==> src/rtl/data_mem_pkg.sv <==
// Shared constants for the data-memory arbiter: address regions, access size codes, FSM states.
package data_mem_pkg;

  localparam logic [15:0] REGION_DATA  = 16'h1000;
  localparam logic [15:0] REGION_STACK = 16'h7fff;
  localparam logic [15:0] REGION_MMIO  = 16'hffff;

  localparam logic [1:0] SZ_BYTE = 2'b00;
  localparam logic [1:0] SZ_HALF = 2'b01;
  localparam logic [1:0] SZ_WORD = 2'b11;

  typedef enum logic [1:0] {
    ST_IDLE  = 2'd0,
    ST_ISSUE = 2'd1,
    ST_RESP  = 2'd2
  } state_t;

  // Mapped region, valid size code and natural alignment; anything else is rejected.
  function automatic logic access_legal(input logic [15:0] region, input logic [1:0] low,
                                        input logic [1:0] size);
    logic mapped;
    logic aligned;
    mapped  = (region == REGION_DATA) || (region == REGION_STACK) || (region == REGION_MMIO);
    aligned = 1'b0;
    case (size)
      SZ_BYTE: aligned = 1'b1;
      SZ_HALF: aligned = (low[0] == 1'b0);
      SZ_WORD: aligned = (low == 2'b00);
      default: aligned = 1'b0;
    endcase
    return mapped && aligned;
  endfunction

endpackage

==> src/rtl/data_mem_arbiter_if.sv <==
// Bundle of both requester ports plus the data_memory port; master = requesters/memory, slave = arbiter.
interface data_mem_arbiter_if;
  logic        req0, req1;
  logic        we0, we1;
  logic [31:0] addr0, addr1;
  logic [31:0] wdata0, wdata1;
  logic [1:0]  size0, size1;
  logic        sign0, sign1;
  logic        ack0, ack1;
  logic [31:0] rdata0, rdata1;
  logic        err0, err1;
  logic [31:0] mem_addr;
  logic [31:0] mem_wdata;
  logic        mem_re;
  logic        mem_we;
  logic [1:0]  mem_size;
  logic [31:0] mem_rdata;

  modport master (
    output req0, req1, we0, we1, addr0, addr1, wdata0, wdata1,
           size0, size1, sign0, sign1, mem_rdata,
    input  ack0, ack1, rdata0, rdata1, err0, err1,
           mem_addr, mem_wdata, mem_re, mem_we, mem_size
  );

  modport slave (
    input  req0, req1, we0, we1, addr0, addr1, wdata0, wdata1,
           size0, size1, sign0, sign1, mem_rdata,
    output ack0, ack1, rdata0, rdata1, err0, err1,
           mem_addr, mem_wdata, mem_re, mem_we, mem_size
  );
endinterface

==> src/rtl/data_mem_arbiter_load_lane_extract.sv <==
// Picks the addressed byte/half out of a big-endian word and zero- or sign-extends it to 32 bits.
module load_lane_extract
  import data_mem_pkg::*;
(
  input  logic [31:0] i_word,
  input  logic [1:0]  i_offset,
  input  logic [1:0]  i_size,
  input  logic        i_sign,
  output logic [31:0] o_result
);

  logic [7:0]  w_byte;
  logic [15:0] w_half;

  always_comb begin
    w_byte = 8'h00;
    case (i_offset)
      2'd0: w_byte = i_word[31:24];
      2'd1: w_byte = i_word[23:16];
      2'd2: w_byte = i_word[15:8];
      2'd3: w_byte = i_word[7:0];
      default: w_byte = 8'h00;
    endcase
    w_half = i_offset[1] ? i_word[15:0] : i_word[31:16];

    o_result = i_word;
    case (i_size)
      SZ_BYTE: o_result = {{24{i_sign & w_byte[7]}}, w_byte};
      SZ_HALF: o_result = {{16{i_sign & w_half[15]}}, w_half};
      default: o_result = i_word;
    endcase
  end

endmodule

==> src/rtl/data_mem_arbiter.sv <==
// Two-port arbiter in front of the single data_memory port: one checked access per grant, registered response.
//   state    | meaning
//   ST_IDLE  | sample requests, grant, latch fields and pre-load mem_* for the access
//   ST_ISSUE | mem_re/mem_we asserted for one cycle (legal accesses only); load data captured
//   ST_RESP  | ack strobe to the granted port with registered rdata/err
module data_mem_arbiter
  import data_mem_pkg::*;
#(
  parameter bit FIXED_PRIO = 1'b0
) (
  input logic               i_clock,
  input logic               i_reset,
  data_mem_arbiter_if.slave io_bus
);

  state_t      r_state;
  logic        r_port, r_last_grant, r_we, r_sign, r_legal;
  logic [1:0]  r_off, r_size;
  logic        r_ack0, r_ack1, r_err0, r_err1;
  logic [31:0] r_rdata0, r_rdata1;
  logic [31:0] r_mem_addr, r_mem_wdata;
  logic        r_mem_re, r_mem_we;
  logic [1:0]  r_mem_size;

  logic        w_any, w_grant1, w_sel_we, w_sel_sign, w_legal;
  logic [31:0] w_sel_addr, w_sel_wdata, w_load_data, w_resp_data;
  logic [1:0]  w_sel_size;

  assign w_any = io_bus.req0 | io_bus.req1;

  always_comb begin
    w_grant1 = io_bus.req1;
    if (io_bus.req0 && io_bus.req1)
      w_grant1 = FIXED_PRIO ? 1'b0 : ~r_last_grant;
  end

  assign w_sel_we    = w_grant1 ? io_bus.we1    : io_bus.we0;
  assign w_sel_addr  = w_grant1 ? io_bus.addr1  : io_bus.addr0;
  assign w_sel_wdata = w_grant1 ? io_bus.wdata1 : io_bus.wdata0;
  assign w_sel_size  = w_grant1 ? io_bus.size1  : io_bus.size0;
  assign w_sel_sign  = w_grant1 ? io_bus.sign1  : io_bus.sign0;
  assign w_legal     = access_legal(w_sel_addr[31:16], w_sel_addr[1:0], w_sel_size);

  load_lane_extract u_lane (
    .i_word   (io_bus.mem_rdata),
    .i_offset (r_off),
    .i_size   (r_size),
    .i_sign   (r_sign),
    .o_result (w_load_data)
  );

  // Stores and rejected accesses return zero data.
  assign w_resp_data = (r_legal && !r_we) ? w_load_data : 32'h0;

  always_ff @(posedge i_clock) begin
    if (i_reset) begin
      r_state      <= ST_IDLE;
      r_port       <= 1'b0;
      r_last_grant <= 1'b1;
      r_we         <= 1'b0;
      r_sign       <= 1'b0;
      r_legal      <= 1'b0;
      r_off        <= 2'b00;
      r_size       <= 2'b00;
      r_ack0       <= 1'b0;
      r_ack1       <= 1'b0;
      r_err0       <= 1'b0;
      r_err1       <= 1'b0;
      r_rdata0     <= 32'h0;
      r_rdata1     <= 32'h0;
      r_mem_addr   <= 32'h0;
      r_mem_wdata  <= 32'h0;
      r_mem_re     <= 1'b0;
      r_mem_we     <= 1'b0;
      r_mem_size   <= 2'b00;
    end else begin
      case (r_state)
        ST_IDLE: begin
          if (w_any) begin
            r_port       <= w_grant1;
            r_last_grant <= w_grant1;
            r_we         <= w_sel_we;
            r_sign       <= w_sel_sign;
            r_off        <= w_sel_addr[1:0];
            r_size       <= w_sel_size;
            r_legal      <= w_legal;
            if (w_legal) begin
              if (w_sel_we) begin
                r_mem_we    <= 1'b1;
                r_mem_size  <= w_sel_size;
                r_mem_addr  <= w_sel_addr;
                r_mem_wdata <= w_sel_wdata;
              end else begin
                r_mem_re   <= 1'b1;
                r_mem_size <= SZ_WORD;
                r_mem_addr <= {w_sel_addr[31:2], 2'b00};
              end
            end
            r_state <= ST_ISSUE;
          end
        end
        ST_ISSUE: begin
          r_mem_re <= 1'b0;
          r_mem_we <= 1'b0;
          if (r_port) begin
            r_ack1   <= 1'b1;
            r_err1   <= ~r_legal;
            r_rdata1 <= w_resp_data;
          end else begin
            r_ack0   <= 1'b1;
            r_err0   <= ~r_legal;
            r_rdata0 <= w_resp_data;
          end
          r_state <= ST_RESP;
        end
        ST_RESP: begin
          r_ack0  <= 1'b0;
          r_ack1  <= 1'b0;
          r_state <= ST_IDLE;
        end
        default: r_state <= ST_IDLE;
      endcase
    end
  end

  assign io_bus.ack0      = r_ack0;
  assign io_bus.ack1      = r_ack1;
  assign io_bus.err0      = r_err0;
  assign io_bus.err1      = r_err1;
  assign io_bus.rdata0    = r_rdata0;
  assign io_bus.rdata1    = r_rdata1;
  assign io_bus.mem_addr  = r_mem_addr;
  assign io_bus.mem_wdata = r_mem_wdata;
  assign io_bus.mem_re    = r_mem_re;
  assign io_bus.mem_we    = r_mem_we;
  assign io_bus.mem_size  = r_mem_size;

endmodule
==> src/flat_wrapper.sv <==
// flat-port wrapper written by rule: the top's interface ports become plain ports
module data_mem_arbiter_flat import data_mem_pkg::*;
#(
  parameter bit FIXED_PRIO = 1'b0
)
  (i_clock, i_reset, io_bus_req0, io_bus_req1, io_bus_we0, io_bus_we1, io_bus_addr0, io_bus_addr1, io_bus_wdata0, io_bus_wdata1, io_bus_size0, io_bus_size1, io_bus_sign0, io_bus_sign1, io_bus_mem_rdata, io_bus_ack0, io_bus_ack1, io_bus_rdata0, io_bus_rdata1, io_bus_err0, io_bus_err1, io_bus_mem_addr, io_bus_mem_wdata, io_bus_mem_re, io_bus_mem_we, io_bus_mem_size);
  data_mem_arbiter_if io_bus_i ();
  input logic i_clock;
  input logic i_reset;
  input wire logic [$bits(io_bus_i.req0)-1:0] io_bus_req0;
  input wire logic [$bits(io_bus_i.req1)-1:0] io_bus_req1;
  input wire logic [$bits(io_bus_i.we0)-1:0] io_bus_we0;
  input wire logic [$bits(io_bus_i.we1)-1:0] io_bus_we1;
  input wire logic [$bits(io_bus_i.addr0)-1:0] io_bus_addr0;
  input wire logic [$bits(io_bus_i.addr1)-1:0] io_bus_addr1;
  input wire logic [$bits(io_bus_i.wdata0)-1:0] io_bus_wdata0;
  input wire logic [$bits(io_bus_i.wdata1)-1:0] io_bus_wdata1;
  input wire logic [$bits(io_bus_i.size0)-1:0] io_bus_size0;
  input wire logic [$bits(io_bus_i.size1)-1:0] io_bus_size1;
  input wire logic [$bits(io_bus_i.sign0)-1:0] io_bus_sign0;
  input wire logic [$bits(io_bus_i.sign1)-1:0] io_bus_sign1;
  input wire logic [$bits(io_bus_i.mem_rdata)-1:0] io_bus_mem_rdata;
  output wire logic [$bits(io_bus_i.ack0)-1:0] io_bus_ack0;
  output wire logic [$bits(io_bus_i.ack1)-1:0] io_bus_ack1;
  output wire logic [$bits(io_bus_i.rdata0)-1:0] io_bus_rdata0;
  output wire logic [$bits(io_bus_i.rdata1)-1:0] io_bus_rdata1;
  output wire logic [$bits(io_bus_i.err0)-1:0] io_bus_err0;
  output wire logic [$bits(io_bus_i.err1)-1:0] io_bus_err1;
  output wire logic [$bits(io_bus_i.mem_addr)-1:0] io_bus_mem_addr;
  output wire logic [$bits(io_bus_i.mem_wdata)-1:0] io_bus_mem_wdata;
  output wire logic [$bits(io_bus_i.mem_re)-1:0] io_bus_mem_re;
  output wire logic [$bits(io_bus_i.mem_we)-1:0] io_bus_mem_we;
  output wire logic [$bits(io_bus_i.mem_size)-1:0] io_bus_mem_size;
  assign io_bus_i.req0 = io_bus_req0;
  assign io_bus_i.req1 = io_bus_req1;
  assign io_bus_i.we0 = io_bus_we0;
  assign io_bus_i.we1 = io_bus_we1;
  assign io_bus_i.addr0 = io_bus_addr0;
  assign io_bus_i.addr1 = io_bus_addr1;
  assign io_bus_i.wdata0 = io_bus_wdata0;
  assign io_bus_i.wdata1 = io_bus_wdata1;
  assign io_bus_i.size0 = io_bus_size0;
  assign io_bus_i.size1 = io_bus_size1;
  assign io_bus_i.sign0 = io_bus_sign0;
  assign io_bus_i.sign1 = io_bus_sign1;
  assign io_bus_i.mem_rdata = io_bus_mem_rdata;
  assign io_bus_ack0 = io_bus_i.ack0;
  assign io_bus_ack1 = io_bus_i.ack1;
  assign io_bus_rdata0 = io_bus_i.rdata0;
  assign io_bus_rdata1 = io_bus_i.rdata1;
  assign io_bus_err0 = io_bus_i.err0;
  assign io_bus_err1 = io_bus_i.err1;
  assign io_bus_mem_addr = io_bus_i.mem_addr;
  assign io_bus_mem_wdata = io_bus_i.mem_wdata;
  assign io_bus_mem_re = io_bus_i.mem_re;
  assign io_bus_mem_we = io_bus_i.mem_we;
  assign io_bus_mem_size = io_bus_i.mem_size;
  data_mem_arbiter #(.FIXED_PRIO(FIXED_PRIO)) u_core (.i_clock(i_clock), .i_reset(i_reset), .io_bus(io_bus_i));
endmodule
==> config.mk <==
export PLATFORM = sky130hd
export DESIGN_NAME = data_mem_arbiter_flat
export DESIGN_NICKNAME = d
export VERILOG_FILES = /design/src/rtl/data_mem_pkg.sv /design/src/rtl/data_mem_arbiter_if.sv /design/src/rtl/data_mem_arbiter_load_lane_extract.sv /design/src/rtl/data_mem_arbiter.sv /design/src/flat_wrapper.sv
export SDC_FILE = /design/constraint.sdc
export NUM_CORES = 1
export LEC_CHECK = 0
export CORE_UTILIZATION = 38
export DETAILED_ROUTE_END_ITERATION = 12
export PLACE_DENSITY_LB_ADDON = 0.25
export SLEW_MARGIN = 40
export SYNTH_ARGS = -nofsm -noshare
export SYNTH_HDL_FRONTEND = slang
export SYNTH_HIERARCHICAL = 1
export SYNTH_SLANG_ARGS = --single-unit
==> constraint.sdc <==
create_clock -name i_clock -period 1.98 [get_ports i_clock]
set_input_delay 0.396 -clock i_clock [delete_from_list [all_inputs] [get_ports i_clock]]
set_output_delay 0.396 -clock i_clock [all_outputs]
set_load 0.05 [all_outputs]
==> metrics.md, run 1 <==
| Metric | Value |
|---|---|
| Initial drt markers | 518 |
| CTS H-Tree Depth | 4 |
| Design Area, Final | around 12000 um^2 |
| Most common cell after layout, fill and taps aside | clkdlybuf4s50_1 |
| # clock sinks | around 150 |
| Worst flop-to-flop path endpoint | u_core/io_bus.mem_wdata[26] |
| Crit Path Category | primary input to flip-flop |
| Unrepaired setup endpoints after global routing | true |
| Yosys Warn Count | 6 |
| TritonCTS buffer count | 17 |
| Count of cell types in the netlist | 49 |
| Worst-Skew Late Latency | 0.42 ns |
| Post-synth EDFFs | 0 |
| Clk root buf | clkbuf_16 |
| P per Cell Area | around 720 nW/um^2 |
| Count of final setup violators | 5 |
| Most used flip-flop cell after synthesis | dfxtp_1 |
| Hold_ws | between 0.4 and 0.5 ns |
| F_max | about 500 MHz |
| Leakage power | around 5.7 nW |
| Area growth from synthesis to layout | 69.1% |
| Max-cap violations | 0 |
| Commonest non-fill, non-tap cells in the layout | 148 x clkdlybuf4s50_1, 146 x dfxtp_1, 131 x nand2_1 |
| Setup WS post-layout | -0.00859 ns |
| Antenna Nets Post-Route | 0 |
| Sequential area share after synthesis | between 40% and 50% |
| Slew HR | 62.9% |
| Area of the core | roughly 18000 um^2 |
| Hold path start | i_reset |
| Avg Cell Area, Syn | 8.76 um^2 |
| Vias in the first global route | slightly above 7000 |
| Worst-path maximum fanout | 8 |
| Gp weighted congestion | roughly 0.86 |
| WL final | 26.0 mm |
| Worst hold path type | primary input to flip-flop |
| Leading area contributor after synthesis | dfxtp_1 |
| Worst-path clk slew | 0.06 ns |
| Synthesized instance count | about 790 |
| Nature of the critical path startpoint | primary input |
| Net count, final | approximately 1300 |
| Register bit total from synthesis | around 150 |
| Failing checks | negative setup slack |
| Share of cells above drive strength 1 | between 15 and 20% |
| Arrival time worst endpoint | around 2.3 ns |
| Die H | around 140 um |
| R2R Path Start | u_core/r_last_grant |
| CP Capture Type | flip-flop |
| Status | finished with violations |
| Synth top area share | 42.4% |
| Syn Nets | around 960 |
| Final Skew | just under 0.009 ns |
| Initial core utilization | 38.8% |
| Max-slew violations | 0 |
| Congestion Overflow GR | 0 |
| Power, Total | between 8 and 9 mW |
| Clock tree buffer depth | 2 |
| Wire per inst | 19.1 um |
| # placed instances | 1309 |
| CTS tree | yes |
| Placement Cell Area | about 11000 um^2 |
| Largest cells by area after synthesis | dfxtp_1 42%, nand2_1 7.1%, mux2i_1 6.5% |
| Worst EP required | about 2.3 ns |
| Worst slew pin tran | approximately 0.56 ns |
| Total Routing Usage GR | around 27% |
| Sum Neg Setup Slack | -0.0138 ns |
| HPWL Detailed | between 15 and 20 mm |
| IO Count | 308 |
| Hold Path Sink | u_core/r_port |
| Minimum clock period | 1.99 ns |
| Cell row count | 49 |
| Largest net degree at the start of global routing | 65 |
| Final period util | 100% |
| Synthesized area | between 6000 and 7000 um^2 |
| Die area | around 19000 um^2 |
| Reg2Reg Setup Slack | 0.04 ns |
| Finished Layout Cells | about 1400 |
| Ys async rst share | 0% |
| WHS Path Cells | 2 |
| Initial antenna violation count | 3 |
| Worst VDD drop | around 0.61 mV |
| Die width | about 140 um |
| Global-route wire length before repair | around 39 mm |
| Via Count | between 7000 and 8000 |
| R2R depth | 9 |
| Hold Vio Cnt, Final | 0 |
| Port Buf Inserts | 307 |
| Vias/cell | ~5.6 |
| Drt pass-1 iters | 5 |
| DR DRC count | 0 |
[state kept, by name, summed over array words and instances (netlist names), 2 cells and up]
register,flops
u_core/io_bus.mem_addr,32
u_core/io_bus.mem_wdata,32
u_core/io_bus.rdata0,32
u_core/io_bus.rdata1,32
u_core/io_bus.mem_size,2
u_core/r_off,2
u_core/r_size,2
u_core/r_state,2
[kinds of logic (layout without fill, tap and decap cells)]
logic type             count (synthesis)  after routing  share of synthesized area [%]
buffers and inverters                 87            423                           6.00
flip-flops                           147            147                           42.4
AO/OA/AOI/OAI                        251            251                           27.0
other                                  0              3                              0
multiplexers                          50             50                           7.46
AND/OR/NAND/NOR                      257            257                           17.1
[through the flow]
stage,util (%),worst slack [ns]
finish,65.5,-0.00859
detailed placement,58.7,-0.502
global placement,58.7,-0.507
CTS,62.8,0.000252
floorplan,-,0.0247
global route,65.5,-0.0777
[what timing repair did]
item,in CTS,in global routing
endpoints found under the setup margin,113,123
pin swaps,4,23
hold buffers,0,0
cloned,3,3
resized for setup,84,110
setup buffers,6,4
[synthesized netlist by cell type (8+ instances only)]
cell type,n
a211oi_1,39
a21oi_1,68
a22oi_1,10
a311oi_1,18
a31oi_1,17
a41oi_1,32
buf_1,8
buf_2,18
clkbuf_1,48
dfxtp_1,147
mux2i_1,45
nand2_1,131
nand3_1,69
nand4_1,8
nor2_1,16
o211ai_2,10
o21a_1,17
o221ai_1,8
[routing by layer]
metal	wire, um	track usage, %	vias to the layer above
li1	-	-	3621
met1	10400	33.4	3626
met2	12800	44.1	329
met3	2120	6.93	45
met4	684	11.1	0
met5	0	0	-
[cell type report]
| type | instances | area, um^2 |
|---|---|---|
| fillers | 1527 | 6170 |
| flip-flops and latches | 147 | 2950 |
| clock buffers | 19 | 453 |
| well taps | 229 | 287 |
| repair buffers | 389 | 4060 |
| diodes | 3 | 7.51 |
| multi-input cells | 558 | 3830 |
| inverters | 2 | 7.51 |
| clock inverters | 13 | 146 |
[power breakdown]
part           switching (mW)  internal [mW]  leakage [nW]
clock network            1.34           1.94         0.279
registers              0.0643           3.04          1.19
logic                    1.11          0.907          4.20
[worst max-delay path by stage]
| stage | start | endpoint | slack (ns) | cells past startpoint |
|---|---|---|---|---|
| final | io_bus_addr1[24] | u_core/io_bus.mem_wdata[26] | -0.009 | 8 |
| after global routing | io_bus_addr0[17] | u_core/io_bus.mem_wdata[9] | -0.08 | 8 |
| after CTS | u_core/io_bus.rdata0[30] | io_bus_rdata0[30] | 0.0003 | 1 |
| after detailed placement | io_bus_addr0[23] | u_core/io_bus.mem_addr[4] | -0.50 | 7 |
| after global placement | io_bus_addr0[23] | u_core/io_bus.mem_wdata[18] | -0.51 | 8 |
| after floorplan | io_bus_req1 | u_core/io_bus.mem_addr[0] | 0.02 | 8 |
[worst max-delay path, cell delays in order]
cell and delay, ns:
clkdlybuf4s50_1 0.43, nor4_2 0.31, nand4_1 0.21, nor3b_4 0.22, nor4_4 0.27, buf_6 0.20
clkbuf_16 0.17, a211oi_1 0.06
Power figures use the tool's default switching activity.
==> run 2, diff against run 1 <==
CORE_UTILIZATION = 30   (was 38)
==> metrics.md, run 2 (synthesis gave the netlist of run 1 again) <==
| Metric | Value |
|---|---|
| Worst EP required | roughly 2.3 ns |
| R2R depth | 7 |
| Place WS | -0.502 ns |
| Hold_ws | ~0.33 ns |
| DR DRC count | 0 |
| Drt pass-1 iters | 5 |
| Global-route wire length before repair | between 30 and 40 mm |
| Max-cap violations | 0 |
| Wire per inst | between 15 and 20 um |
| Net count, final | 1300 |
| Failing checks | negative setup slack |
| CTS H-Tree Depth | 4 |
| Worst-path clk slew | roughly 0.06 ns |
| Total Routing Usage GR | ~21% |
| Worst slew pin tran | around 0.55 ns |
| Die width | approximately 150 um |
| IO Count | 308 |
| Hold Path Sink | u_core/io_bus.mem_addr[13] |
| CP Capture Type | flip-flop |
| Design Area, Final | roughly 12000 um^2 |
| Setup WS post-layout | -0.0389 ns |
| HPWL Detailed | about 19 mm |
| Port Buf Inserts | around 310 |
| Multi-input gate area | approximately 3800 um^2 |
| Clock tree buffer depth | 2 |
| Leakage power | approximately 5.6 nW |
| Area of the core | between 20000 and 25000 um^2 |
| Most common cell after layout, fill and taps aside | clkdlybuf4s50_1 |
| Clk root buf | clkbuf_16 |
| Worst-path maximum fanout | 8 |
| CTS tree | yes |
| Vias/cell | 5.25 |
| Worst VDD drop | between 0.4 and 0.5 mV |
| Cell row count | 55 |
| Count of final setup violators | 37 |
| Area growth from synthesis to layout | 72.8% |
| Antenna Nets Post-Route | 0 |
| Status | finished with violations |
| Worst flop-to-flop path endpoint | u_core/io_bus.mem_size[0] |
| R2R Path Start | u_core/r_last_grant |
| Initial core utilization | 30.6% |
| Worst hold path type | primary input to flip-flop |
| WL final | around 27 mm |
| Commonest non-fill, non-tap cells in the layout | 150 x clkdlybuf4s50_1, 147 x dfxtp_1, 130 x nand2_1 |
| P per Cell Area | 741 nW/um^2 |
| Share of cells above drive strength 1 | between 10% and 20% |
| Final period util | 102% |
| Met3 Use GR | slightly below 7% |
| F_max | 495 MHz |
| Arrival time worst endpoint | 2.35 ns |
| Placement Cell Area | between 10000 and 15000 um^2 |
| Hold Vio Cnt, Final | 0 |
| Congestion Overflow GR | 0 |
| Unrepaired setup endpoints after global routing | true |
| Hold path start | i_reset |
| Most Crowded Layer GR | met2 |
| Initial antenna violation count | 2 |
| Final Skew | between 0.007 and 0.008 ns |
| Worst-Skew Late Latency | between 0.4 and 0.5 ns |
| Gp weighted congestion | 0.805 |
| Crit Path Category | primary input to flip-flop |
| Grt met2 use | 35.9% |
| Reg area | between 2000 and 3000 um^2 |
| Die area | approximately 24000 um^2 |
| Nature of the critical path startpoint | primary input |
| # clock sinks | ~150 |
| Vias in the first global route | approximately 7000 |
| Reg2Reg Setup Slack | 0.10 ns |
| Final core occ | a little over half |
| Met1 usage | around 26% |
| Max-slew violations | 0 |
| Minimum clock period | approximately 2 ns |
| Slew HR | around 64% |
| Fillcell total | approximately 2100 |
| Largest net degree at the start of global routing | 46 |
| Initial drt markers | 282 |
| Via Count | between 7000 and 8000 |
| Die H | between 150 and 200 um |
| WHS Path Cells | 2 |
| TritonCTS buffer count | 17 |
==> run 2: layout make-up <==
| class | instances | share of cell area [%] |
|---|---|---|
| timing repair buffer | 402 | 35.0 |
| inverter | 2 | 0.0626 |
| tap | 285 | 2.97 |
| sequential | 147 | 24.5 |
| multi-input combinational | 558 | 31.8 |
| clock inverter | 10 | 1.59 |
| antenna | 2 | 0.0417 |
| clock buffer | 22 | 4.04 |
==> run 2: worst max-delay path, cell delays in order <==
cell             delay [ns]
clkdlybuf4s50_1        0.50
nand4_1                0.19
o41ai_4                0.36
nand2b_4               0.30
buf_6                  0.15
clkbuf_16              0.15
a41oi_1                0.10
a211oi_1               0.21
==> run 2: where the power goes <==
part	switching, mW	internal [mW]	leakage, nW
clock	1.32	2.39	0.332
combinational	1.12	0.949	4.09
sequential	0.0659	3.04	1.19
total	2.50	6.38	5.62
==> run 2: repair_timing <==
action / in CTS / in global routing
gates cloned: 1 / 13
endpoints found under the hold margin: 0 / 0
hold buffers: 0 / 0
setup endpoints to repair: 121 / 108
pin swaps: 0 / 51
setup buffers: 5 / 8
gates resized for setup: 84 / 104
==> run 2: how the worst max path moves through the flow <==
stage	startpoint	endpoint	slack (ns)	depth (start not counted)
2_1_floorplan	io_bus_req1	u_core/io_bus.mem_addr[0]	0.02	8
3_3_place_gp	io_bus_req0	u_core/io_bus.mem_wdata[30]	-0.47	7
3_5_place_dp	io_bus_req0	u_core/io_bus.mem_wdata[11]	-0.50	7
4_1_cts	u_core/io_bus.rdata1[3]	io_bus_rdata1[3]	0.002	1
5_1_grt	io_bus_addr0[27]	u_core/io_bus.mem_wdata[10]	-0.07	8
6_report	io_bus_addr0[27]	u_core/io_bus.mem_wdata[10]	-0.04	8
==> run 2: through the flow <==
stage / std cells / TNS (ns) / total power, mW
floorplan: 792 / 0 / 4.22
global placement: 1368 / -33.46 / 5.08
detailed placement: 1368 / -36.78 / 5.09
CTS: 1406 / 0 / 8.83
global route: 1428 / -1.92 / 9.25
finish: 1428 / -0.681 / 8.88
==> run 2: metal layers <==
metal,vias up,share of wire (%)
met2,296,49
met5,-,0
met3,39,8.0
met1,3508,41
li1,3651,-
met4,0,2.4
==> variant 1: new RTL, settings of run 1 <==
`FIXED_PRIO` is set to 1'b0 in 2 places; all go to 1'b1.
--- a/src/rtl/data_mem_arbiter.sv
+++ b/src/rtl/data_mem_arbiter.sv
@@ -7,5 +7,5 @@
   import data_mem_pkg::*;
 #(
-  parameter bit FIXED_PRIO = 1'b0
+  parameter bit FIXED_PRIO = 1'b1
 ) (
   input logic               i_clock,
--- a/src/flat_wrapper.sv
+++ b/src/flat_wrapper.sv
@@ -2,5 +2,5 @@
 module data_mem_arbiter_flat import data_mem_pkg::*;
 #(
-  parameter bit FIXED_PRIO = 1'b0
+  parameter bit FIXED_PRIO = 1'b1
 )
   (i_clock, i_reset, io_bus_req0, io_bus_req1, io_bus_we0, io_bus_we1, io_bus_addr0, io_bus_addr1, io_bus_wdata0, io_bus_wdata1, io_bus_size0, io_bus_size1, io_bus_sign0, io_bus_sign1, io_bus_mem_rdata, io_bus_ack0, io_bus_ack1, io_bus_rdata0, io_bus_rdata1, io_bus_err0, io_bus_err1, io_bus_mem_addr, io_bus_mem_wdata, io_bus_mem_re, io_bus_mem_we, io_bus_mem_size);
Behaviour: not the same (a bounded check fails within 10 cycles, from zero or initial values and one cycle with i_reset high).
==> variant 1 against run 1 <==
- power down 1.3%
- combinational power down 17%
- cell count down 1.1%
- design area down 3.9%
- routed wire length down 7.5%
- sequential cell count down 1
- register-to-register slack better by 0.07 ns
- non-clock buffer count down 16
- setup slack better by 0.046 ns
- area after synthesis down 1.7%
- critical path depth down 7
- critical path type is now reg2out
- largest cell class is now multi-input gates
==> variant 1: results (changes against run 1) <==
syn_nets=961 (was 964); slowest CP cell=clkdlybuf4s50_1 (unchanged); DP HPWL=16750 µm (was 17830 µm); largest net degree at the start of global routing=66 (was 65); # placed instances=1298 (was 1309); reg2reg end=u_core/io_bus.mem_addr[1] (was u_core/io_bus.mem_wdata[26]); Leak=0.005160 µW (was 0.005673 µW); GRT Total Usage=25.92% (was 26.92%); r2r worst-path depth=8 (was 9); Hold Path End=u_core/r_port (unchanged); gpl congestion=0.9279 (was 0.8582); Iter 0 DRT Violations=622 (was 518); Netlist cell types=45 (was 49); Area after DPL=10330 µm² (was 10510 µm²); Via Count=7263 (was 7621); DR vias/cell=5.400 (was 5.604); ANT cells=0 (was 3); Max transition margin=57.27% (was 62.90%); hold_ws=0.2990 ns (was 0.4396 ns); flop-to-flop setup slack=0.11 ns (was 0.04 ns); Synthesis Warnings=6 (unchanged); CP peak stage delay=0.80 ns (was 0.43 ns); CP arrival=1.55 ns (was 2.28 ns); worst skew pair latency=0.43 ns; H-tree depth=4 (unchanged); Clock Skew=0.01144 ns (was 0.008688 ns); number of global-route vias before repair=6882 (was 7196); crit path to=io_bus_rdata0[22] (was u_core/io_bus.mem_wdata[26]); Hold Path Cell Cnt=3 (was 2); FILL cells=1472 (was 1527); part of the Yosys area used for sequential elements=42.85% (was 42.41%); first-pass GRT wire length=36890 µm (was 38670 µm); peak supply drop=0.0006910 V (was 0.0006128 V); outcome=finished, final reports clean (was finished, violations left); drt total wl=24060 µm (was 26030 µm); Reg2Reg Launch Point=u_core/r_state[0] (was u_core/r_last_grant); CP top delay family=buffers and inverters (was simple AND/OR/NAND/NOR gates); CP max FO=2 (was 8); layout cells sized above 1=19.02% (was 16.67%); Synth area leaders=dfxtp_1 (43%), a21oi_1 (7.6%), nand3_1 (7.3%), mux2_2 (5.8%), nand2_1 (5.1%) (was dfxtp_1 (42%), nand2_1 (7.1%), mux2i_1 (6.5%), nand3_1 (5.0%), a21oi_1 (4.9%)); Setup crit start=u_core/io_bus.rdata0[22] (was io_bus_addr1[24]); Min-Delay Startpoint=io_bus_req0 (was i_reset); top cells by count, synth=dfxtp_1 (146), a21oi_1 (103), nand3_1 (100) (was dfxtp_1 (147), nand2_1 (131), nand3_1 (69)); syn_area_per_cell=8.644 µm² (was 8.762 µm²); Net Sw Frac=28.64% (was 29.92%); initial antenna violation count=0 (was 3)
variant 1: cell type report:
class                           count  area (µm²)  area share, %
Inverter                            1       3.754        0.03330
Sequential cell                   146        2923          25.93
Multi-Input combinational cell    568        3776          33.50
Clock buffer                       17       425.4          3.774
Tap cell                          225       281.5          2.497
Clock inverter                     15       220.2          1.954
Timing Repair Buffer              373        3642          32.31
variant 1: worst reg2reg max path, cell delays in order, from the launching register on:
cell	delay, ns
dfxtp_1	0.34
nor2_2	0.17
o21a_1	0.23
o21ai_4	0.12
a311oi_4	0.32
buf_6	0.19
buf_8	0.12
mux2i_1	0.19
nor2_1	0.06
variant 1: stage by stage:
step,setup TNS (ns),util [%],setup slack [ns]
4_1_cts,0,63.86,0.00007838
5_1_grt,-0.1095,64.72,-0.04768
2_1_floorplan,-4.078,-,-0.1500
3_5_place_dp,-54.26,59.29,-0.7816
3_3_place_gp,-52.24,59.29,-0.7616
6_report,0,64.72,0.03704
variant 1: power by group through the flow:
stage	clock network, µW	registers [µW]	logic, µW
final	3560	3060	1670
after global routing	3720	3070	1780
after CTS	3600	3060	1650
after detailed placement	0	3120	1610
after global placement	0	3120	1600
after floorplan	0	3260	766
variant 1: repair_timing:
action,4_1_cts,5_1_grt
buffers inserted,9,4
cloned,4,0
resized for setup,149,60
pin swaps,23,8
setup endpoints to repair,147,82
variant 1: kinds of logic after synthesis:
logic type / Yosys count / share of synthesized area [%]
simple gates: 267 / 18.14
mux: 67 / 10.66
buf+inv: 77 / 5.393
compound gates: 232 / 22.95
flops: 146 / 42.85
variant 1: routing by layer:
layer	part of all wire, %	up-vias	track usage [%]
met1	41	3385	31.74
met2	49	330	43.54
li1	-	3508	-
met3	8.4	40	6.861
met4	2.0	0	9.321
met5	0	-	0
==> variant 2: new RTL, settings of run 1 <==
Made on the original files. Reset style: asynchronous (`i_reset`), changed in one clocked block.
--- a/src/rtl/data_mem_arbiter.sv
+++ b/src/rtl/data_mem_arbiter.sv
@@ -53,5 +53,5 @@
   assign w_resp_data = (r_legal && !r_we) ? w_load_data : 32'h0;
 
-  always_ff @(posedge i_clock) begin
+  always_ff @(posedge i_clock or posedge i_reset) begin
     if (i_reset) begin
       r_state      <= ST_IDLE;
Function: differs if i_reset is asserted again (counterexample within 4 cycles, from zero or initial values and one cycle with i_reset high); with i_reset held inactive, the same outputs for 4 cycles.
==> variant 2 against run 1 <==
- the run still ends with setup timing left
- sequential share of layout area up 6.1 points
- sequential cell count unchanged
- setup slack worse by 0.062 ns
- routed wire length shrank 9.4%
- area after synthesis grew 4.0%
- clock skew is 0.00061 ns lower
- hold slack got worse by 0.041 ns
- design area up 0.63%
- core utilization decreased by 2.2 points
- power rose by 27%
- first-iteration DRC count down 39%
- global-route usage down 2.6 points
==> variant 2: results (changes against run 1) <==
Layout clock area frac=5.108% (about the same); GR Util met2=41.21% (was 44.05%); Final Setup Violations=56 (was 5); Post-CTS Setup Inserts=14 (was 6); area delta synth->final=63.64% (was 69.10%); reg2reg end=u_core/io_bus.mem_addr[13] (was u_core/io_bus.mem_wdata[26]); Synth area leaders=dfrtp_1 (51%), nand2_1 (14%), mux2_2 (7.5%), o21ai_0 (5.2%), mux2i_1 (3.9%) (was dfxtp_1 (42%), nand2_1 (7.1%), mux2i_1 (6.5%), nand3_1 (5.0%), a21oi_1 (4.9%)); top cells by count, synth=nand2_1 (275), dfrtp_1 (146), o21ai_0 (75) (was dfxtp_1 (147), nand2_1 (131), nand3_1 (69)); DR pass1 iterations=4 (was 5); ANT cells=0 (was 3); seq_cells=147 (unchanged); Via Count=6661 (was 7621); Top FF cell, synth=dfrtp_1 (was dfxtp_1); min setup slack post-route=-0.07035 ns (was -0.008586 ns); CP peak stage delay=0.56 ns (was 0.43 ns); failing checks=setup timing (unchanged); ys async rst share=100.0% (was 0%); slowest CP cell=or4_4 (was clkdlybuf4s50_1); Area after DPL=10870 µm² (was 10510 µm²); Register Area=3680 µm² (was 2947 µm²); number of global-route vias before repair=6904 (was 7196); Max transition margin=63.14% (was 62.90%); met1 usage=29.39% (was 33.44%); Clock Skew=0.008074 ns (was 0.008688 ns); GRT Total Usage=24.30% (was 26.92%); Reg2Reg Launch Point=u_core/r_last_grant (unchanged); gpl congestion=0.8564 (was 0.8582); layout inverter count without the clock tree=22 (was 2); first-pass GRT wire length=36630 µm (was 38670 µm); CP arrival=2.35 ns (was 2.28 ns); Iter 0 DRT Violations=314 (was 518); area occupied by multi-input gates=3450 µm² (was 3831 µm²); met3 usage=7.467% (was 6.926%); Leak=0.006210 µW (was 0.005673 µW); Max Used Layer=met5 (was met4); Setup TNS Final=-2.600 ns (was -0.01375 ns); FILL cells=1573 (was 1527); outcome=finished, violations left (unchanged); hold_ws=0.3989 ns (was 0.4396 ns); Setup crit start=io_bus_addr1[25] (was io_bus_addr1[24]); DRT met1 WL=9755 µm (was 10390 µm); largest net degree at the start of global routing=85 (was 65); peak supply drop=0.0006724 V (was 0.0006128 V); syn_nets=934 (was 964); layout cells sized above 1=21.99% (was 16.67%); power density cells=905.5 nW/µm² (was 716.2 nW/µm²); part of the Yosys area used for sequential elements=51.00% (was 42.41%)
## variant 2: cell count changes in the layout (fill, tap and decap cells not counted), sizes merged, moves of 64 or more
cell	before	now
dfxtp	147	0
a21oi	68	4
nand3	69	1
o21ai	2	76
dfrtp	0	146
nand2	131	275
## variant 2: worst min path at each step
stage / startpoint / end / depth (start not counted)
global placement: u_core/io_bus.mem_addr[28] / u_core/io_bus.mem_addr[28] / 1
CTS: i_reset / u_core/io_bus.ack1 / 3
finish: io_bus_addr1[31] / u_core/io_bus.mem_addr[31] / 4
floorplan: u_core/r_we / u_core/r_we / 2
global route: io_bus_addr1[31] / u_core/io_bus.mem_addr[31] / 4
detailed placement: u_core/io_bus.mem_addr[28] / u_core/io_bus.mem_addr[28] / 1
## variant 2: logic make-up after synthesis
logic type             after synthesis  share of synthesized area [%]
AND/OR/NAND/NOR                    315                          17.72
flip-flops                         147                          51.00
AO/OA/AOI/OAI                      147                          14.43
buffers and inverters               74                          5.011
multiplexers                        79                          11.84
